File: src/rtl/dds_core.sv
// dds_core: byte-command driven direct digital synthesis engine.
//
// A parser FSM decodes bytes from the UART into three actions: load the
// waveform table, set the frequency tuning word, and start/stop/clear playback.
// A phase accumulator addresses the table. The sample goes through a
// registered RAM read and then an output register to the DAC pins.
//
// Ports:
//   pll_clk    system clock
//   rst_n      synchronous active-low reset
//   rx_dv      one-cycle strobe qualifying rx_byte (clock enable, not a clock)
//   rx_byte    received command/data byte
//   dds_out    registered DAC word
//   running    playback enabled
//   loading    table load in progress
//   load_addr  next table write address
//   cmd_err    one-cycle pulse on unknown opcode or mid-command timeout
module dds_core #(
  parameter int DATA_SZ = 6,
  parameter int ADDR_SZ = 8,
  parameter int PHASE_W = 32,
  parameter int TIMEOUT = 75000
) (
  input  logic               pll_clk,
  input  logic               rst_n,
  input  logic               rx_dv,
  input  logic [7:0]         rx_byte,
  output logic [DATA_SZ-1:0] dds_out,
  output logic               running,
  output logic               loading,
  output logic [ADDR_SZ-1:0] load_addr,
  output logic               cmd_err
);

  localparam int NBYTES = PHASE_W / 8;
  localparam int TO_W   = $clog2(TIMEOUT + 1);
  localparam logic [TO_W-1:0] TO_LAST   = TO_W'(TIMEOUT - 1);
  localparam logic [7:0]      FREQ_LAST = 8'(NBYTES - 1);

  typedef enum logic [1:0] {S_IDLE, S_LOAD, S_FREQ} state_t;

  state_t              state, state_nxt;
  logic                err_nxt;
  logic                timeout_hit;
  logic [TO_W-1:0]     to_cnt;
  logic [7:0]          byte_cnt;
  logic [PHASE_W-1:0]  shadow;
  logic [PHASE_W-1:0]  shift_word;
  logic [PHASE_W-1:0]  ftw;
  logic [PHASE_W-1:0]  acc_p0;
  logic [ADDR_SZ-1:0]  rd_addr_p0;
  logic                vld_p0;
  logic [DATA_SZ-1:0]  rd_data_p1;
  logic                vld_p1;

  logic op_load, op_freq, op_run, op_stop, op_clr;
  logic ram_we, freq_shift, freq_commit;

  logic [DATA_SZ-1:0] ram [2**ADDR_SZ];

  // The byte wins a tie with expiry: a strobe on the expiry cycle keeps the command alive.
  assign timeout_hit = (state != S_IDLE) && !rx_dv && (to_cnt == TO_LAST);
  assign shift_word  = PHASE_W'({shadow, rx_byte});

  // State register
  always_ff @(posedge pll_clk) begin
    if (!rst_n) state <= S_IDLE;
    else        state <= state_nxt;
  end

  // Next-state logic
  always_comb begin
    state_nxt = state;
    err_nxt   = 1'b0;
    case (state)
      S_IDLE: begin
        if (rx_dv) begin
          case (rx_byte)
            8'h01:               state_nxt = S_LOAD;
            8'h02:               state_nxt = S_FREQ;
            8'h03, 8'h04, 8'h05: state_nxt = S_IDLE;
            default:             err_nxt   = 1'b1;
          endcase
        end
      end
      S_LOAD: begin
        if (timeout_hit) begin
          state_nxt = S_IDLE;
          err_nxt   = 1'b1;
        end else if (rx_dv && (load_addr == '1)) begin
          state_nxt = S_IDLE;
        end
      end
      S_FREQ: begin
        if (timeout_hit) begin
          state_nxt = S_IDLE;
          err_nxt   = 1'b1;
        end else if (rx_dv && (byte_cnt == FREQ_LAST)) begin
          state_nxt = S_IDLE;
        end
      end
      default: state_nxt = S_IDLE;
    endcase
  end

  // Output / strobe decode
  always_comb begin
    loading     = (state == S_LOAD);
    op_load     = (state == S_IDLE) && rx_dv && (rx_byte == 8'h01);
    op_freq     = (state == S_IDLE) && rx_dv && (rx_byte == 8'h02);
    op_run      = (state == S_IDLE) && rx_dv && (rx_byte == 8'h03);
    op_stop     = (state == S_IDLE) && rx_dv && (rx_byte == 8'h04);
    op_clr      = (state == S_IDLE) && rx_dv && (rx_byte == 8'h05);
    ram_we      = (state == S_LOAD) && rx_dv;
    freq_shift  = (state == S_FREQ) && rx_dv;
    freq_commit = freq_shift && (byte_cnt == FREQ_LAST);
  end

  // Parser datapath and control registers
  always_ff @(posedge pll_clk) begin
    if (!rst_n) begin
      cmd_err   <= 1'b0;
      running   <= 1'b0;
      load_addr <= '0;
      byte_cnt  <= '0;
      to_cnt    <= '0;
      shadow    <= '0;
      ftw       <= '0;
    end else begin
      cmd_err <= err_nxt;

      if (op_run)       running <= 1'b1;
      else if (op_stop) running <= 1'b0;

      // load_addr wraps naturally after the last table entry.
      if (op_load)     load_addr <= '0;
      else if (ram_we) load_addr <= load_addr + 1'b1;

      if (op_freq)         byte_cnt <= '0;
      else if (freq_shift) byte_cnt <= byte_cnt + 8'd1;

      if (state == S_IDLE || rx_dv || timeout_hit) to_cnt <= '0;
      else                                         to_cnt <= to_cnt + 1'b1;

      // An abandoned partial word is dropped so it can never leak into ftw.
      if (op_freq || timeout_hit) shadow <= '0;
      else if (freq_shift)        shadow <= shift_word;

      if (freq_commit) ftw <= shift_word;
    end
  end

  // Table write port (contents survive reset)
  always_ff @(posedge pll_clk) begin
    if (ram_we) ram[load_addr] <= rx_byte[7 -: DATA_SZ];
  end

  // Stage p0: phase accumulator
  assign rd_addr_p0 = acc_p0[PHASE_W-1 -: ADDR_SZ];
  assign vld_p0     = running;

  always_ff @(posedge pll_clk) begin
    if (!rst_n)       acc_p0 <= '0;
    else if (op_clr)  acc_p0 <= '0;
    else if (running) acc_p0 <= acc_p0 + ftw;
  end

  // Stage p1: registered table read (read-first against the write port)
  always_ff @(posedge pll_clk) begin
    if (vld_p0) rd_data_p1 <= ram[rd_addr_p0];
  end

  always_ff @(posedge pll_clk) begin
    if (!rst_n) vld_p1 <= 1'b0;
    else        vld_p1 <= vld_p0;
  end

  // Stage p2: DAC output register, frozen once the pipeline drains
  always_ff @(posedge pll_clk) begin
    if (!rst_n)      dds_out <= '0;
    else if (vld_p1) dds_out <= rd_data_p1;
  end

endmodule

File: config.mk
export PLATFORM = sky130hd
export DESIGN_NAME = dds_core
export DESIGN_NICKNAME = d
export VERILOG_FILES = /design/src/rtl/dds_core.sv
export SDC_FILE = /design/constraint.sdc
export NUM_CORES = 2
export LEC_CHECK = 0
export ABC_AREA = 1
export BUFFER_PORTS_ARGS = -buffer_cell sky130_fd_sc_hd__buf_4
export CAP_MARGIN = 20
export CORE_MARGIN = 2
export CORE_UTILIZATION = 40
export DETAILED_ROUTE_END_ITERATION = 6
export MAX_ROUTING_LAYER = met4
export SLEW_MARGIN = 10
export SYNTH_ARGS = -nofsm -noshare
export SYNTH_HDL_FRONTEND = slang
export SYNTH_SLANG_ARGS = --single-unit
export TNS_END_PERCENT = 50
File: constraint.sdc
create_clock -name pll_clk -period 4 [get_ports pll_clk]
set_input_delay 0.4 -clock pll_clk [delete_from_list [all_inputs] [get_ports pll_clk]]
set_output_delay 0.4 -clock pll_clk [all_outputs]
set_load 0.02 [all_outputs]
==> impl_metrics.ini <==
[layout]
num_antenna_cells = 0
nets = 6371
final_common_cell = nand2_1
mostFrequentLayoutCells = nand2_1, edfxtp_1, nand3_1, nor2_1, clkbuf_16
drive_gt1_share_pct = 5.77
fin_area_sq_mm = 0.0779
syn2layout_area_growth_pct = 11.1

[run_status]
status = finished, final reports clean

[floorplan]
die_h_microns = 423
start_util_pct = 40.3
die_area_sq_mm = 0.179
ios = 28
fp.dieW_microns = 423
core.rowCount = 153
coreArea_sq_mm = 0.174

[synthesis]
synth_fa_ha_area_share_pct = 0.760
syn_inst = 6405
synth.net_count = 6458
ys_seq_area_share_pct = 69.8
ys.flop_type = edfxtp_1
netlist_area_sq_mm = 0.0701
synth_cell_type_count = 39
synth_compound_area_share_pct = 1.54
synth_edf_count = 1542
yosysWarnings = 0
async_reset_ff_share_pct = 0
synth_top_family_by_area = simple AND/OR/NAND/NOR gates
synth_simple_gate_area_share_pct = 23.9
synth_xor_area_share_pct = 0.275
synth-seq-cells = 1674
avgSynthCellArea_sq_um = 10.9
synth_mux_area_share_pct = 0

[sta]
rsz0062_at_grt = no
fin_skew_ps = 21.5
worst_slew_pin_slew_ps = 1120
fin_crit_ps = 3100
slew_headroom_pct = 25.5
fin_tns_setup_ps = 0
fmax_mhz = 322
hold_viol_final = 0
finalSetupViolations = 0
fin_crit_sh_pct = 77.6
slew_viol_final = 0

[power_and_ir_drop]
switching_share_pct = 20.5
p_seq_share_pct = 54.4
power_density_mw_per_mm2 = 450
power.internal_mw = 27.9
p_switching_mw = 7.18
power.leakage_nw = 27.2
clkPwrFrac_pct = 44.1
pwr-share-comb_pct = 1.4
vdd_ir_drop_max_uv = 362

[drt]
wl_per_cell_microns = 22.1
first_iter_violations = 5938
vias = 47900
totalWireLength_microns = 194000
drc = 0
ant_nets = 0
vias_per_cell = 5.46
drt_first_pass_iters = 5

[setup_path]
startpoint_type = register
crit_arrival_ps = 3660
end_kind = register
reg2reg_depth = 10
cp.required_ps = 4560
crit_fanout = 118
reg2reg_to = rd_data_p1[0]
reg2reg_from = acc_p0[25]
path_class = register to register
rrSetupSlack_ps = 900

[global_routing]
grt_pass1_vias = 45800
grt-busiest-layer = met2
grt_usage_pct = 22.0
globalRouteMet2Util_pct = 33.8
grt_pass1_wl_microns = 291000
grt_use_met3_pct = 3.39
overflow = 0
grt_max_degree = 186
grt_use_met1_pct = 29.8
antenna_found_initial = 4

[clock_network]
path_clk_slew_ps = 60
postCtsSetupRepairBufs = 0
cts_max_level = 4
cts_buffer_depth = 3
hold_buffers = 9
cts.sink_count = 1674
cts_root_buffer = clkbuf_16
cts_tree = yes
cts.repair.resized = 0
cts-buffers-inserted = 174
clk_latency_ps = 800

[placed_design]
dp_hpwl_microns = 114000
io_buffers = 27
dpl_cell_area_sq_mm = 0.0725
gp_congestion = 0.895

[worst_hold_path]
hold_path.class = input port to register
hold_depth = 3
min_from = rx_byte[3]
whs_endpoint = ftw[3]

[run]
cap_violations = 0
sequential cells by signal (all words and copies together), names as in the netlist:
| signal | count |
|---|---|
| dds_out | 6 |
| running | 1 |
| rd_data_p1 | 6 |
| to_cnt | 17 |
| ram | 1536 |
| load_addr | 8 |
| cmd_err | 1 |
| byte_cnt | 8 |
| vld_p1 | 1 |
| acc_p0 | 32 |
| ftw | 32 |
| shadow | 24 |
| state | 2 |
metal layers:
layer / wire length (microns) / vias to the layer above / part of all wire [%]
met5: 0 / - / 0
met4: 6540 / 0 / 3.4
met3: 14900 / 327 / 7.7
met2: 89700 / 1930 / 46
met1: 82900 / 23400 / 43
li1: - / 22200 / -
stage by stage:
stage / setup WS [ps] / utilization [%] / power (mW) / hold WS [ps] / std cells
CTS: 933 / 44.8 / 35.3 / 81.4 / 8772
global route: 691 / 44.8 / 35.9 / 112 / 8772
detailed placement: 956 / 41.6 / 20.0 / 457 / 8458
global placement: 958 / 41.6 / 20.0 / 442 / 8458
finish: 897 / 44.8 / 35.1 / 137 / 8772
floorplan: 1820 / - / 19.6 / 430 / 6405
synthesized netlist by cell type (2+ instances only):
master / instances / area share, %
nor3_1: 19 / 0.14
nor3b_1: 3 / 0.032
xnor2_1: 5 / 0.062
clkinv_1: 3 / 0.016
buf_4: 50 / 0.54
a21oi_1: 103 / 0.74
nand2_1: 1876 / 10
edfxtp_1: 1542 / 66
a21o_1: 4 / 0.043
o21ai_0: 83 / 0.59
nand3b_1: 4 / 0.043
dfxtp_1: 132 / 3.8
nand3_1: 1540 / 11
inv_1: 139 / 0.74
ha_1: 41 / 0.73
inv_2: 3 / 0.016
nand4_1: 10 / 0.089
a211oi_1: 2 / 0.021
clkbuf_1: 111 / 0.59
xor2_1: 17 / 0.21
nor2_1: 455 / 2.4
o21bai_1: 3 / 0.032
o21a_1: 6 / 0.064
nor4_1: 5 / 0.045
buf_6: 20 / 0.32
buf_2: 179 / 1.3
buf_1: 38 / 0.20
how the worst max path moves through the flow:
| stage | from | endpoint | cells past startpoint | slack [ps] |
|---|---|---|---|---|
| CTS | acc_p0[25] | rd_data_p1[0] | 11 | 930 |
| floorplan | state[1] | ram[63][0] | 8 | 1820 |
| global route | state[1] | ram[79][4] | 9 | 690 |
| finish | acc_p0[25] | rd_data_p1[0] | 10 | 900 |
| detailed placement | acc_p0[25] | rd_data_p1[0] | 11 | 960 |
| global placement | acc_p0[25] | rd_data_p1[0] | 11 | 960 |
layout make-up:
type | instances | area [sq um]
fill | 15900 | 96100
sequential | 1674 | 49000
multi-input combinational | 4186 | 18600
clock buffer | 226 | 4710
tap | 2325 | 2910
timing repair buffer | 136 | 1540
clock inverter | 79 | 651
inverter | 146 | 579
kinds of logic after synthesis:
| kind of cell | after synthesis |
|---|---|
| AOI/OAI and AO/OA | 205 |
| xor gates and xnor gates | 22 |
| adders and majority gates | 42 |
| buffers and inverters | 545 |
| DFF | 1674 |
| and+or+nand+nor | 3917 |
power groups by stage:
stage / Combinational (mW) / Clock, mW / Sequential (mW)
5_1_grt: 0.535 / 16.3 / 19.1
3_5_place_dp: 0.495 / 0 / 19.5
4_1_cts: 0.502 / 15.7 / 19.1
6_report: 0.497 / 15.5 / 19.1
3_3_place_gp: 0.490 / 0 / 19.5
2_1_floorplan: 0.0907 / 0 / 19.5
critical path, stage by stage, from the launching register on:
cell     delay [ps]
dfxtp_4         740
buf_12          460
nand3_1         190
nand3_1         140
nand3_1         110
nand3_1         170
nand2_1          70
nand2_1         140
nand3_1         230
nand3_1         280
nand2_1          80
No activity file was read; power rests on OpenSTA's default activity.
